File: src/rtl/seg_pkg.sv
// ============================================================================
// Module   : seg_pkg
// Brief    : Shared types and helpers for the capture/display block: display
//            FSM states, the blank segment pattern and the hex-to-7-segment
//            encoder (active-low, bit0=a .. bit6=g, bit7=dp).
// Revision : 1.0 - initial release
// ============================================================================
`default_nettype none

package seg_pkg;

  typedef enum logic [0:0] {
    BLANK = 1'b0,
    SHOW  = 1'b1
  } state_t;

  localparam logic [7:0] SEG_BLANK = 8'hFF;

  // Active-low segment pattern for one hex nibble; decimal point always off.
  function automatic logic [7:0] hex7(input logic [3:0] i_nib);
    logic [7:0] w_seg;
    case (i_nib)
      4'h0:    w_seg = 8'hC0;
      4'h1:    w_seg = 8'hF9;
      4'h2:    w_seg = 8'hA4;
      4'h3:    w_seg = 8'hB0;
      4'h4:    w_seg = 8'h99;
      4'h5:    w_seg = 8'h92;
      4'h6:    w_seg = 8'h82;
      4'h7:    w_seg = 8'hF8;
      4'h8:    w_seg = 8'h80;
      4'h9:    w_seg = 8'h90;
      4'hA:    w_seg = 8'h88;
      4'hB:    w_seg = 8'h83;
      4'hC:    w_seg = 8'hC6;
      4'hD:    w_seg = 8'hA1;
      4'hE:    w_seg = 8'h86;
      default: w_seg = 8'h8E;
    endcase
    return w_seg;
  endfunction

endpackage

`default_nettype wire

File: src/rtl/seg_capture_display_debounce.sv
// ============================================================================
// Module   : btn_debounce
// Brief    : Two-flop synchronizer, persistence-count debouncer and rising
//            edge detector for a raw, bouncy push button. press is a single
//            cycle pulse on each accepted press (never on release).
// Revision : 1.0 - initial release
// ============================================================================
`default_nettype none

module btn_debounce #(
  parameter int DEBOUNCE_CYCLES = 1_000_000
) (
  input  logic clk,
  input  logic rst_n,
  input  logic btn,
  output logic btn_db,
  output logic press
);

  localparam int            CW       = $clog2(DEBOUNCE_CYCLES + 1);
  localparam logic [CW-1:0] CNT_LAST = CW'(DEBOUNCE_CYCLES - 1);

  logic          r_s1;
  logic          r_s2;
  logic          r_db;
  logic          r_db_q;
  logic [CW-1:0] r_cnt;

  // Synchronize, then accept a new level only after it persists long enough;
  // any return to the accepted level restarts the count.
  always_ff @(posedge clk) begin
    if (!rst_n) begin
      r_s1   <= 1'b0;
      r_s2   <= 1'b0;
      r_db   <= 1'b0;
      r_db_q <= 1'b0;
      r_cnt  <= '0;
    end else begin
      r_s1   <= btn;
      r_s2   <= r_s1;
      r_db_q <= r_db;
      if (r_s2 == r_db) begin
        r_cnt <= '0;
      end else if (r_cnt == CNT_LAST) begin
        r_db  <= r_s2;
        r_cnt <= '0;
      end else begin
        r_cnt <= r_cnt + 1'b1;
      end
    end
  end

  assign btn_db = r_db;
  assign press  = r_db & ~r_db_q;

endmodule

`default_nettype wire

File: src/rtl/seg_capture_display.sv
// ============================================================================
// Module   : seg_capture_display
// Brief    : Latches the free-running random byte on each debounced button
//            press and shows it as two active-low hex digits. Counts captures.
//            Optional build macro SEG_ZERO_BLANK_EN blanks a zero high digit.
// Revision : 1.0 - initial release
// ============================================================================
`default_nettype none

module seg_capture_display
  import seg_pkg::*;
#(
  parameter int DEBOUNCE_CYCLES = 1_000_000
) (
  input  logic       clk,
  input  logic       rst_n,
  input  logic [7:0] rand_data,
  input  logic       btn,
  output logic [7:0] seg0,
  output logic [7:0] seg1,
  output logic [7:0] hold_val,
  output logic       valid,
  output logic [7:0] cap_cnt
);

  logic       w_btn_db;
  logic       w_press;
  logic       w_cap;
  state_t     r_state;
  state_t     w_state_nxt;
  logic [7:0] w_seg0_nxt;
  logic [7:0] w_seg1_nxt;
  logic [7:0] r_hold;
  logic [7:0] r_cnt;
  logic       r_valid;
  logic [7:0] r_seg0;
  logic [7:0] r_seg1;

  btn_debounce #(
    .DEBOUNCE_CYCLES(DEBOUNCE_CYCLES)
  ) u_btn_debounce (
    .clk   (clk),
    .rst_n (rst_n),
    .btn   (btn),
    .btn_db(w_btn_db),
    .press (w_press)
  );

  // press already implies the accepted level is high; the AND is a no-op guard.
  assign w_cap = w_press & w_btn_db;

  // Display state register.
  always_ff @(posedge clk) begin
    if (!rst_n) begin
      r_state <= BLANK;
    end else begin
      r_state <= w_state_nxt;
    end
  end

  // Next state and next segment patterns derived from the current state.
  always_comb begin
    w_state_nxt = r_state;
    w_seg0_nxt  = SEG_BLANK;
    w_seg1_nxt  = SEG_BLANK;
    case (r_state)
      BLANK: begin
        if (w_cap) w_state_nxt = SHOW;
      end
      SHOW: begin
        w_seg0_nxt = hex7(r_hold[3:0]);
`ifdef SEG_ZERO_BLANK_EN
        if (r_hold[7:4] != 4'h0) w_seg1_nxt = hex7(r_hold[7:4]);
`else
        w_seg1_nxt = hex7(r_hold[7:4]);
`endif
      end
      default: w_state_nxt = BLANK;
    endcase
  end

  // Capture the random byte and count presses on each capture pulse.
  always_ff @(posedge clk) begin
    if (!rst_n) begin
      r_hold  <= 8'h00;
      r_cnt   <= 8'h00;
      r_valid <= 1'b0;
    end else if (w_cap) begin
      r_hold  <= rand_data;
      r_cnt   <= r_cnt + 8'd1;
      r_valid <= 1'b1;
    end
  end

  // Registered segment drivers, one cycle behind the captured value.
  always_ff @(posedge clk) begin
    if (!rst_n) begin
      r_seg0 <= SEG_BLANK;
      r_seg1 <= SEG_BLANK;
    end else begin
      r_seg0 <= w_seg0_nxt;
      r_seg1 <= w_seg1_nxt;
    end
  end

  assign seg0     = r_seg0;
  assign seg1     = r_seg1;
  assign hold_val = r_hold;
  assign valid    = r_valid;
  assign cap_cnt  = r_cnt;

endmodule

`default_nettype wire
File: config.mk
export PLATFORM = sky130hd
export DESIGN_NAME = seg_capture_display
export DESIGN_NICKNAME = d
export VERILOG_FILES = /design/src/rtl/seg_pkg.sv /design/src/rtl/seg_capture_display_debounce.sv /design/src/rtl/seg_capture_display.sv
export SDC_FILE = /design/constraint.sdc
export NUM_CORES = 1
export LEC_CHECK = 0
export ABC_AREA = 1
export BUFFER_PORTS_ARGS = -buffer_cell sky130_fd_sc_hd__buf_2
export CORE_AREA = 4 4 104 106
export DETAILED_ROUTE_END_ITERATION = 10
export DIE_AREA = 0 0 108 110
export PLACE_DENSITY = 0.43
export SYNTH_ARGS = -nofsm -noshare
export SYNTH_HDL_FRONTEND = slang
export SYNTH_HIERARCHICAL = 1
export SYNTH_SLANG_ARGS = --single-unit
export TNS_END_PERCENT = 50
File: constraint.sdc
create_clock -name clk -period 4 [get_ports clk]
set_input_delay 0.8 -clock clk [delete_from_list [all_inputs] [get_ports clk]]
set_output_delay 0.8 -clock clk [all_outputs]
set_load 0.01 [all_outputs]
* Yosys cells after proc, flatten, opt, wreduce, memory -nomap -nowiden *
Memory sizes are Yosys's and may differ from the RTL's. A register that Yosys moved wholly into a read port is not among the register bits.
Index checks and enable logic that the tools add are counted.

operators by class
  $add $sub $neg = 2
  equality and inequality tests = 2
  multiplexer cells = 2
  bitwise operators = 5
  reduce and logical (&&, ||, !) cells = 5

operators with widths
  cell                                           count
  adder 20 x 1 -> 20 bit, second input constant  1
  equality test 20 bit, second input constant    1
  adder 8 x 1 -> 8 bit, second input constant    1
  AND reduction 2 bit                            2
  NOT 1 bit                                      3
  OR reduction 3 bit                             1
  AND 1 bit                                      2
  zero test 1 bit                                2
  two-way mux 1 bit                              2
  equality test 1 bit                            1

storage, ports and cells
  flip-flop bits (word level) = 58
  memory bits (read-only) = 224
  bits of input ports = 11
  logic and storage cells = 29
  memories = 2

memories
  memory            depth  width  read ports  clocked after memory_dff  write ports  RTL line       source
  (name not given)  16     7      1           1                         0            seg_pkg.sv:22  case (i_nib)
  (name not given)  16     7      1           1                         0            seg_pkg.sv:22

* Logic depth before layout (Yosys ltp) *
  word-level depth = 5
  gate-level depth with buffers = 8
  depth with buffers taken out = 8

* By module *
Netlist, hierarchy kept.

by module, submodules not included
  module               instances  cells each  area an instance (um^2)  seq. area each (um^2)
  seg_capture_display  1          199         1,561.5                  640.6
  btn_debounce         1          167         1,226.2                  480.5

* Worst setup path before layout *
No wires, ideal clock.

  kind = input to register
  start point = input port rst_n
  end point = register u_btn_debounce.r_cnt[12]
  setup time = 0.062 ns
  arrival = 1.407 ns
  setup slack = 2.532 ns
  stages on the path = 5
  buffers on the path = 1
  cell sequence = o21ai_0 > a21oi_2 > nand2_4 > buf_12 > nor2_2

between the ends
  longest elaborated chain between the ends = 2

RTL lines
  item                          RTL line                            source
  start: declaration            seg_capture_display.sv:16           input logic rst_n,
  NOT 1 bit (no line)           --
  OR reduction 3 bit (no line)  --
  end signal: assignment        seg_capture_display_debounce.sv:48  r_cnt <= r_cnt + 1'b1;
  end: declaration              seg_capture_display_debounce.sv:27  logic [CW-1:0] r_cnt;

Every way passes these cells.
A chain may end at the register's enable or synchronous reset.

* Worst setup path after layout *
  start point = register r_hold[2] (netlist: hold_val[2])
  end point = output port hold_val[2]

RTL lines
  item                      RTL line                   source
  start: declaration        seg_capture_display.sv:33  logic [7:0] r_hold;
  start signal: assignment  seg_capture_display.sv:89  r_hold <= rand_data;
  end: declaration          seg_capture_display.sv:21  output logic [7:0] hold_val,

No word-level cell between the ends.

==> impl_metrics.ini <==
[final_layout]
syn2layout_area_growth_pct = 13.9
diodes = 0
final_nets = 432
finalNonFillerCells = 539
drive_above_1_share_pct = 19.0
multi_input_area_sq_um = 1430
post-route-util_pct = 32.5
fill_cells = 1091
seqCellArea_sq_um = 1120

[clocking]
clkTransAtPathRegs_ns = 0.11
tritoncts = yes
cts_inserted_buffers = 5
clockBufferDepth = 2
cts_sinks = 56
cts_htree_levels = 2
cts_resized = 0
clock_latency_ns = 0.31
postCtsSetupBuffers = 0
holdBufCountCts = 0
cts-root-buf = clkbuf_8

[worst_hold_path]
hold_path_class = register to register
hold_path.startpoint = u_btn_debounce/r_s1

[floorplanning]
start_util_pct = 28.5
fp.dieArea_sq_um = 11900
io_pins = 44
fp-row-count = 36
fp.dieW_um = 108
fp.coreArea_sq_um = 9770
die_h_um = 110

[timing]
setup_slack_ns = 2.05
slew_violations = 0
fin_crit_sh_pct = 48.7
period_needed_ns = 1.95
setup-violations-final = 0
skew_ns = 0.00497
timing.fmax_mhz = 514
rsz0062_at_grt = false
fin_setup_tns_ns = 0
hold_viol = 0

[synth]
yosysUniqueCellTypes = 33
ys.warnings.count = 20
ys_seq_area_share_pct = 40.2
syn_avg_cell_area_sq_um = 7.62
synth_seq_cells = 56
syn_inst = 366
syn_area_sq_um = 2790

[routing]
post-route-drc-count = 0
vias = 2289
top_layer_used = met4
ant_nets = 0
met2_length_um = 2640
wl_met1_um = 2960
wl_um = 5880
wl_per_cell_um = 10.9
wl_met3_um = 176
drtPass1Iterations = 4
vias_per_cell = 4.25
drt_iter0_drc = 72

[place]
dp_cells = 531
hpwl_um = 4460
portBuffers = 41
place_ws_ns = 1.94
gp_congestion = 0.817

[global_routing]
grt_pass1_wl_um = 10100
grt_pass1_vias = 2191
antenna_found_initial = 0
grt_max_degree = 23
grt_use_total_pct = 10.5
grt-ovfl-total = 0

[worst_setup_path]
cp-startpoint = hold_val[2]
crit_family = flip-flops
path_max_fanout = 15
worstPathRequired_ns = 3.20
reg2reg_from = u_btn_debounce/btn_db
crit_buf_inv = 1
arrival_ns = 1.15
worstSetupEndpointType = output pin
crit_slowest_cell = dfxtp_1
path_cells = buf_2
start_kind = register
critical_path_class = register to output pin
max_stage_delay_ns = 0.62

[job]
cap_violations = 0

[power]
peakVddDrop_uv = 133
p_leak_nw = 1.20
pwr_density_cell_nw_per_um2 = 282

[run_status]
status = completed
-- worst paths after layout --
kind	to	slack (ns)	depth (start not counted)
max	hold_val[2]	2.05	1
min	u_btn_debounce/r_s2	0.42	2
max reg2reg	cap_cnt[6]	2.48	8
min reg2reg	u_btn_debounce/r_s2	0.42	2
-- cells in the mapped netlist --
library cell | n | area [sq um]
nand2_4 | 2 | 22.5
nor2_4 | 5 | 56.3
nand4_1 | 7 | 43.8
a31oi_1 | 2 | 12.5
dfxtp_1 | 56 | 1120
nand2_2 | 2 | 12.5
o21a_1 | 1 | 7.51
buf_6 | 1 | 11.3
o21bai_1 | 1 | 7.51
conb_1 | 1 | 3.75
nor2_2 | 13 | 81.3
nand3b_1 | 3 | 22.5
clkbuf_2 | 1 | 5.00
buf_12 | 1 | 20.0
inv_2 | 3 | 11.3
o21ai_2 | 1 | 8.76
ha_1 | 16 | 200
nand2_1 | 68 | 255
nand3_4 | 1 | 17.5
a21oi_1 | 18 | 90.1
inv_1 | 40 | 150
nand3_1 | 38 | 190
xnor2_1 | 5 | 43.8
o211ai_1 | 5 | 37.5
buf_4 | 3 | 22.5
nor3_1 | 4 | 20.0
or2_0 | 1 | 6.26
xor2_1 | 4 | 35.0
o21ai_0 | 16 | 80.1
a21oi_2 | 1 | 8.76
o2111ai_1 | 1 | 8.76
buf_2 | 4 | 20.0
nor2_1 | 41 | 154
-- placed cells by master (no fill, tap or decap), types with 7 or more instances in the layout --
cell type / Yosys / routed
nor2_1: 41 / 41
a21oi_1: 18 / 18
buf_2: 4 / 41
ha_1: 16 / 16
nand2_1: 68 / 68
inv_1: 40 / 40
nand3_1: 38 / 38
nor2_2: 13 / 13
o21ai_0: 16 / 16
nand4_1: 7 / 7
dfxtp_1: 56 / 56
-- metal layers --
layer | up-vias | GRT usage [%]
met5 | - | 0
met4 | 0 | 3.61
met3 | 8 | 2.27
met2 | 30 | 16.8
met1 | 1000 | 14.0
li1 | 1251 | -
-- cell type report --
type                    count  share of cell area [%]
repair buffers             41                    6.46
multi-input cells         258                    45.1
inverters                  43                    5.08
flip-flops and latches     56                    35.3
clock buffers               5                    2.17
clock inverters             3                   0.670
well taps                 133                    5.24
-- power by group --
group	switching [W]	total, W	internal (W)
logic	0.0000114	0.0000179	0.00000641
clock network	0.000194	0.000319	0.000125
registers	0.000000557	0.000559	0.000558
total	0.000206	0.000896	0.000690
-- sequential cells by signal, summed over array words and instances (netlist names) --
signal	count
u_btn_debounce/btn_db	1
hold_val	8
u_btn_debounce/r_cnt	20
seg0	7
seg1	7
valid	1
cap_cnt	8
u_btn_debounce/r_db_q	1
r_state	1
u_btn_debounce/r_s2	1
u_btn_debounce/r_s1	1
-- stage by stage --
step / hold WS (ns) / total power, W / instance area [sq um]
floorplan: 0.390 / 0.000584 / 2790
global placement: 0.398 / 0.000590 / 3080
detailed placement: 0.397 / 0.000590 / 3080
CTS: 0.424 / 0.000915 / 3170
global route: 0.448 / 0.000936 / 3170
finish: 0.423 / 0.000896 / 3170
-- cells by family after synthesis --
family | Yosys count | share of synthesized area (%)
simple gates | 185 | 31.6
flops | 56 | 40.2
buf+inv | 53 | 8.62
compound gates | 46 | 9.38
fa+ha+maj | 16 | 7.18
xor+xnor | 9 | 2.83
other cells | 1 | 0.135
(Power assumes the default switching activity.)
